`src/rtl/mc_control_unit.sv`:
```
// Multicycle MIPS-subset control unit.
// Moore FSM that sequences fetch/decode/execute/memory/writeback and drives
// every datapath enable, select and the ALU operation code. The only Mealy
// term is pc_en, which folds in the ALU zero flag during BRANCH.
module mc_control_unit (
  input  logic       clk,
  input  logic       rst_n,
  input  logic [5:0] opcode,
  input  logic [5:0] funct,
  input  logic       zero,
  output logic [2:0] alu_cnt,
  output logic       alu_src_a,
  output logic [1:0] alu_src_b,
  output logic [1:0] pc_src,
  output logic       iord,
  output logic       mem_write,
  output logic       ir_write,
  output logic       reg_dst,
  output logic       mem_to_reg,
  output logic       reg_write,
  output logic       pc_en,
  output logic       retire,
  output logic [3:0] state
);

  typedef enum logic [3:0] {
    S_FETCH  = 4'd0,
    S_DECODE = 4'd1,
    S_MEMADR = 4'd2,
    S_MEMRD  = 4'd3,
    S_MEMWB  = 4'd4,
    S_MEMWR  = 4'd5,
    S_EXEC   = 4'd6,
    S_ALUWB  = 4'd7,
    S_BRANCH = 4'd8,
    S_ADDIEX = 4'd9,
    S_ADDIWB = 4'd10,
    S_JUMP   = 4'd11
  } state_t;

  localparam logic [5:0] OP_RTYPE = 6'b000000;
  localparam logic [5:0] OP_LW    = 6'b100011;
  localparam logic [5:0] OP_SW    = 6'b101011;
  localparam logic [5:0] OP_BEQ   = 6'b000100;
  localparam logic [5:0] OP_ADDI  = 6'b001000;
  localparam logic [5:0] OP_J     = 6'b000010;

  localparam logic [2:0] ALU_AND = 3'b000;
  localparam logic [2:0] ALU_OR  = 3'b001;
  localparam logic [2:0] ALU_ADD = 3'b010;
  localparam logic [2:0] ALU_SUB = 3'b110;
  localparam logic [2:0] ALU_SLT = 3'b111;

  state_t     r_state;
  state_t     w_next_state;
  logic       w_pc_write;
  logic       w_branch;
  logic       w_mem_write;
  logic       w_ir_write;
  logic       w_reg_write;
  logic       w_retire;
  logic [2:0] w_funct_op;

  // R-type funct to ALU operation; unrecognised functs fall back to add.
  always_comb begin
    unique case (funct)
      6'b100000: w_funct_op = ALU_ADD;
      6'b100010: w_funct_op = ALU_SUB;
      6'b100100: w_funct_op = ALU_AND;
      6'b100101: w_funct_op = ALU_OR;
      6'b101010: w_funct_op = ALU_SLT;
      default:   w_funct_op = ALU_ADD;
    endcase
  end

  // State register; reset lands in FETCH without waiting for a clock.
  always_ff @(posedge clk or negedge rst_n) begin
    // NOTE: non-blocking assignment keeps every flop updating from pre-edge values.
    if (!rst_n) r_state <= S_FETCH;
    else        r_state <= w_next_state;
  end

  // Next-state selection; illegal encodings fall through to FETCH.
  always_comb begin
    // NOTE: default first so every path assigns and no latch is inferred.
    w_next_state = S_FETCH;
    case (r_state)
      S_FETCH: w_next_state = S_DECODE;
      S_DECODE: begin
        case (opcode)
          OP_LW, OP_SW: w_next_state = S_MEMADR;
          OP_RTYPE:     w_next_state = S_EXEC;
          OP_BEQ:       w_next_state = S_BRANCH;
          OP_ADDI:      w_next_state = S_ADDIEX;
          OP_J:         w_next_state = S_JUMP;
          default:      w_next_state = S_FETCH;
        endcase
      end
      S_MEMADR: w_next_state = (opcode == OP_SW) ? S_MEMWR : S_MEMRD;
      S_MEMRD:  w_next_state = S_MEMWB;
      S_EXEC:   w_next_state = S_ALUWB;
      S_ADDIEX: w_next_state = S_ADDIWB;
      default:  w_next_state = S_FETCH;
    endcase
  end

  // Moore output decode; anything not named for a state stays at default.
  always_comb begin
    alu_cnt     = ALU_ADD;
    alu_src_a   = 1'b0;
    alu_src_b   = 2'b00;
    pc_src      = 2'b00;
    iord        = 1'b0;
    reg_dst     = 1'b0;
    mem_to_reg  = 1'b0;
    w_pc_write  = 1'b0;
    w_branch    = 1'b0;
    w_mem_write = 1'b0;
    w_ir_write  = 1'b0;
    w_reg_write = 1'b0;
    w_retire    = 1'b0;
    case (r_state)
      S_FETCH: begin
        w_ir_write = 1'b1;
        w_pc_write = 1'b1;
        alu_src_b  = 2'b01;
      end
      S_DECODE: alu_src_b = 2'b11;
      S_MEMADR: begin
        alu_src_a = 1'b1;
        alu_src_b = 2'b10;
      end
      S_MEMRD: iord = 1'b1;
      S_MEMWB: begin
        mem_to_reg  = 1'b1;
        w_reg_write = 1'b1;
        w_retire    = 1'b1;
      end
      S_MEMWR: begin
        iord        = 1'b1;
        w_mem_write = 1'b1;
        w_retire    = 1'b1;
      end
      S_EXEC: begin
        alu_src_a = 1'b1;
        alu_cnt   = w_funct_op;
      end
      S_ALUWB: begin
        reg_dst     = 1'b1;
        w_reg_write = 1'b1;
        w_retire    = 1'b1;
      end
      S_BRANCH: begin
        alu_src_a = 1'b1;
        alu_cnt   = ALU_SUB;
        pc_src    = 2'b01;
        w_branch  = 1'b1;
        w_retire  = 1'b1;
      end
      S_ADDIEX: begin
        alu_src_a = 1'b1;
        alu_src_b = 2'b10;
      end
      S_ADDIWB: begin
        w_reg_write = 1'b1;
        w_retire    = 1'b1;
      end
      S_JUMP: begin
        pc_src     = 2'b10;
        w_pc_write = 1'b1;
        w_retire   = 1'b1;
      end
      default: ;
    endcase
  end

  // NOTE: strobes are gated by rst_n combinationally so reset suppresses them
  // in the same instant, not one clock later.
  assign mem_write = w_mem_write & rst_n;
  assign ir_write  = w_ir_write & rst_n;
  assign reg_write = w_reg_write & rst_n;
  assign retire    = w_retire & rst_n;
  assign pc_en     = (w_pc_write | (w_branch & zero)) & rst_n;
  assign state     = r_state;

endmodule

```
`config.mk`:
```
export PLATFORM = sky130hd
export DESIGN_NAME = mc_control_unit
export DESIGN_NICKNAME = d
export VERILOG_FILES = /design/src/rtl/mc_control_unit.sv
export SDC_FILE = /design/constraint.sdc
export NUM_CORES = 1
export LEC_CHECK = 0
export CORE_MARGIN = 2
export CORE_UTILIZATION = 37
export DETAILED_ROUTE_END_ITERATION = 8
export HOLD_SLACK_MARGIN = 0.06
export MAX_ROUTING_LAYER = met4
export PLACE_DENSITY = 0.84
export SLEW_MARGIN = 15
export SYNTH_ARGS = -nofsm -noshare
export SYNTH_HDL_FRONTEND = slang
export SYNTH_SLANG_ARGS = --single-unit
```
`constraint.sdc`:
```
create_clock -name clk -period 2.5 [get_ports clk]
set_input_delay 0.5 -clock clk [delete_from_list [all_inputs] [get_ports clk]]
set_output_delay 0.5 -clock clk [all_outputs]
set_load 0.02 [all_outputs]
```
==> flow_summary.yaml <==
timing:
  fin_crit_sh_pct: 94.80
  hold_violations: 0
  max_slew.worst_pin.slew_ps: 334.6
  timing.setup.tns_ps: 0
  skew_final_ps: 0.1794
  setup_viol_count_final: 0
  period_needed_ps: 2370
  rsz_0062_raised_after_global_routing: "no"
  max_freq_mhz: 421.9
  slew_headroom_pct: 77.69
  finalMaxSlewViolations: 0
setup_path:
  timing.rr.start: "state[2]$_DFF_PN0_"
  crit_arrival_ps: 1870
  reg2regPathDepth: 4
  worst_ep_required_time_ps: 2000
  crit_fanout: 11
  path_class: "flop to primary output"
  reg2reg_slack_ps: 1080
  setup.worst_path.end_class: "primary output"
  critPathLaunchType: "flop"
  reg2reg_to: "state[2]$_DFF_PN0_"
detailed_routing:
  drcViolationCount: 0
  drt-pass1-iter-count: 5
  drt_wl_total_um: 1687
  ant_nets: 0
  drt-wirelength-per-cell_um: 13.28
  initialDrtViolationCount: 21
  detail_route.vias_per_cell: 5.591
  total_number_of_vias: 710
synth:
  synthCells: 72
  synthDistinctLibCells: 34
  mappedNetlistNets: 87
  postSynth.asyncResetShare_pct: 100.0
  synth_flop_cell: "dfrtp_1"
  synth_sequential_area_ratio_pct: 19.56
  synth-edff-count: 0
  synthesis.yosys.warnings: 0
  syn-mean-instance-area_um2: 7.108
  ys_ff_latch: 4
  netlist_area_um2: 511.7
clock_tree:
  tritoncts: "done"
  clkLatencyLatePin_ps: 230
  cts_root_buf: "clkbuf_4"
  cts.repair_timing.setup_buffer_count: 0
  clock_sinks: 4
  hold_bufs_inserted_after_cts: 0
  clock_tree.buffer_depth: 2
  cts_clk_pin_slew_worst_paths_ps: 40
  clock_tree.htree_level_count: 1
  tritoncts.num_buffers: 3
power_and_ir_drop:
  worst_vdd_ir_uv: 563.5
  leakage_nw: 0.4083
  power_per_cell_area_mw_per_mm2: 762.3
floorplanning:
  io_pins: 35
  die_area_mm2: 0.001697
  row_count: 13
  fp.coreArea_mm2: 0.001301
  floorplan.die.width_um: 41.19
  dieHeight_um: 41.19
  initial_core_util_pct: 39.33
final_layout:
  fin_area_um2: 940.9
  num-nets-final: 129
  final_cell_count_no_fill: 127
  num_antenna_cells: 0
  layout-area-overhead-vs-synth_pct: 83.86
  largest_register_ffs: 4
  drive_above_1_share_pct: 14.29
  num-fill-cells: 119
global_routing:
  grt-ovfl-total: 0
  grt_use_met1_pct: 21.64
  grt_pass1_vias: 635
  gr-usage-all-layers_pct: 23.01
  fraction_of_met3_tracks_used_by_global_routing_pct: 2.717
  grt_busiest_layer: "met2"
  globalRouteMet2Util_pct: 48.05
  grt_start_max_net_pins: 12
  grt_pass1_wl_um: 2559
  antenna_found_initial: 0
place:
  port_buffers: 34
  place_area_um2: 908.4
  dp.final_hpwl_um: 1377
  globalplace.congestion: 0.8944
  dpl.cell_count: 124
min_path:
  timing.hold.worst.class: "input port to asynchronous set/reset pin"
run:
  drv_cap: 0
outcome:
  run_status: "finished, final reports clean"
## critical path, cell delays in order, from the launching register on
cell and delay, ps:
dfrtp_2 470, buf_4 180, nor3b_1 230, o21bai_1 140, clkdlybuf4s50_1 620
## final cells by class
cell class,instances,area (µm²),area share (%)
sequential,4,101.3,10.77
multi-input combinational,60,384.1,40.82
clock buffer,3,22.52,2.394
inverter,4,15.01,1.596
tap,15,18.77,1.995
timing repair buffer,41,399.1,42.42
## what timing repair did
action,in CTS,in global routing
resized for setup,2,4
setup endpoints to repair,2,4
cloned,0,0
## cells in the mapped netlist (2+ instances only)
cell | n | area share, %
nor2_1 | 9 | 6.6
nor3_1 | 6 | 5.9
clkbuf_1 | 4 | 2.9
dfrtp_1 | 4 | 20
nand2_1 | 4 | 2.9
nand2b_1 | 4 | 4.9
nor2b_1 | 3 | 3.7
nor3b_1 | 3 | 4.4
o21ai_1 | 3 | 2.9
and3_1 | 2 | 2.4
inv_1 | 2 | 1.5
inv_2 | 2 | 1.5
nand3_1 | 2 | 2.0
nand4_1 | 2 | 2.4
o21bai_1 | 2 | 2.9
xor2_1 | 2 | 3.4
## power breakdown
part | internal [mW] | switching, mW
Clock | 0.0536 | 0.0253
Sequential | 0.0837 | 0.0462
Combinational | 0.251 | 0.258
Total | 0.388 | 0.329
## how the worst max path moves through the flow
stage / slack [ps] / endpoint / startpoint
6_report: 130 / alu_src_a / state[3]$_DFF_PN0_
3_3_place_gp: 20 / alu_cnt[0] / funct[2]
4_1_cts: 8 / alu_cnt[2] / state[3]$_DFF_PN0_
3_5_place_dp: -10 / alu_cnt[0] / funct[2]
5_1_grt: 7 / alu_src_a / state[1]$_DFF_PN0_
2_1_floorplan: 420 / alu_cnt[2] / state[1]$_DFF_PN0_
## routing by layer
metal | vias up | share of wire [%]
met5 | - | 0
met4 | 0 | 0
met3 | 0 | 7.9
met2 | 38 | 55
met1 | 319 | 37
li1 | 353 | -
## cells in the final DEF, fill, tap and decap left out, drive strengths merged
master / Yosys / routed
o221ai: 1 / 1
or4: 1 / 1
o41ai: 1 / 1
buf: 0 / 7
a32oi: 1 / 1
inv: 4 / 4
a311oi: 1 / 1
dfrtp: 4 / 4
nor4: 1 / 1
nand4: 2 / 2
and3: 2 / 2
a31oi: 1 / 1
o21bai: 2 / 2
nand3b: 1 / 1
dlygate4sd2: 0 / 1
nor2b: 3 / 3
or3b: 1 / 1
nor3b: 3 / 3
a221oi: 1 / 1
clkdlybuf4s50: 0 / 30
xor2: 2 / 2
o22a: 1 / 1
nor2: 9 / 9
clkbuf: 4 / 3
dlymetal6s2s: 0 / 3
nand2: 4 / 4
nand3: 2 / 2
xnor2: 1 / 1
a311o: 1 / 1
and3b: 1 / 1
nand2b: 4 / 4
or3: 1 / 1
nand4b: 1 / 1
a21oi: 1 / 1
a211oi: 1 / 1
nor3: 6 / 6
o21ai: 3 / 3
## per-stage QoR
step	power (mW)	utilization (%)	hold WS (ps)	worst slack, ps
after CTS	0.7178	71.63	558.0	7.957
after floorplan	0.3932	-	204.4	418.4
final	0.7172	72.31	560.7	129.9
after detailed placement	0.6345	69.81	648.9	-12.42
after global routing	0.7641	72.31	595.9	6.557
after global placement	0.6261	69.81	644.5	22.42
## cells by family after synthesis
group	Yosys count	synth area share, %
compound gates	15	22.98
xor+xnor	3	5.135
buf+inv	8	5.868
flops	4	19.56
simple gates	42	46.46
(Power assumes the default switching activity.)
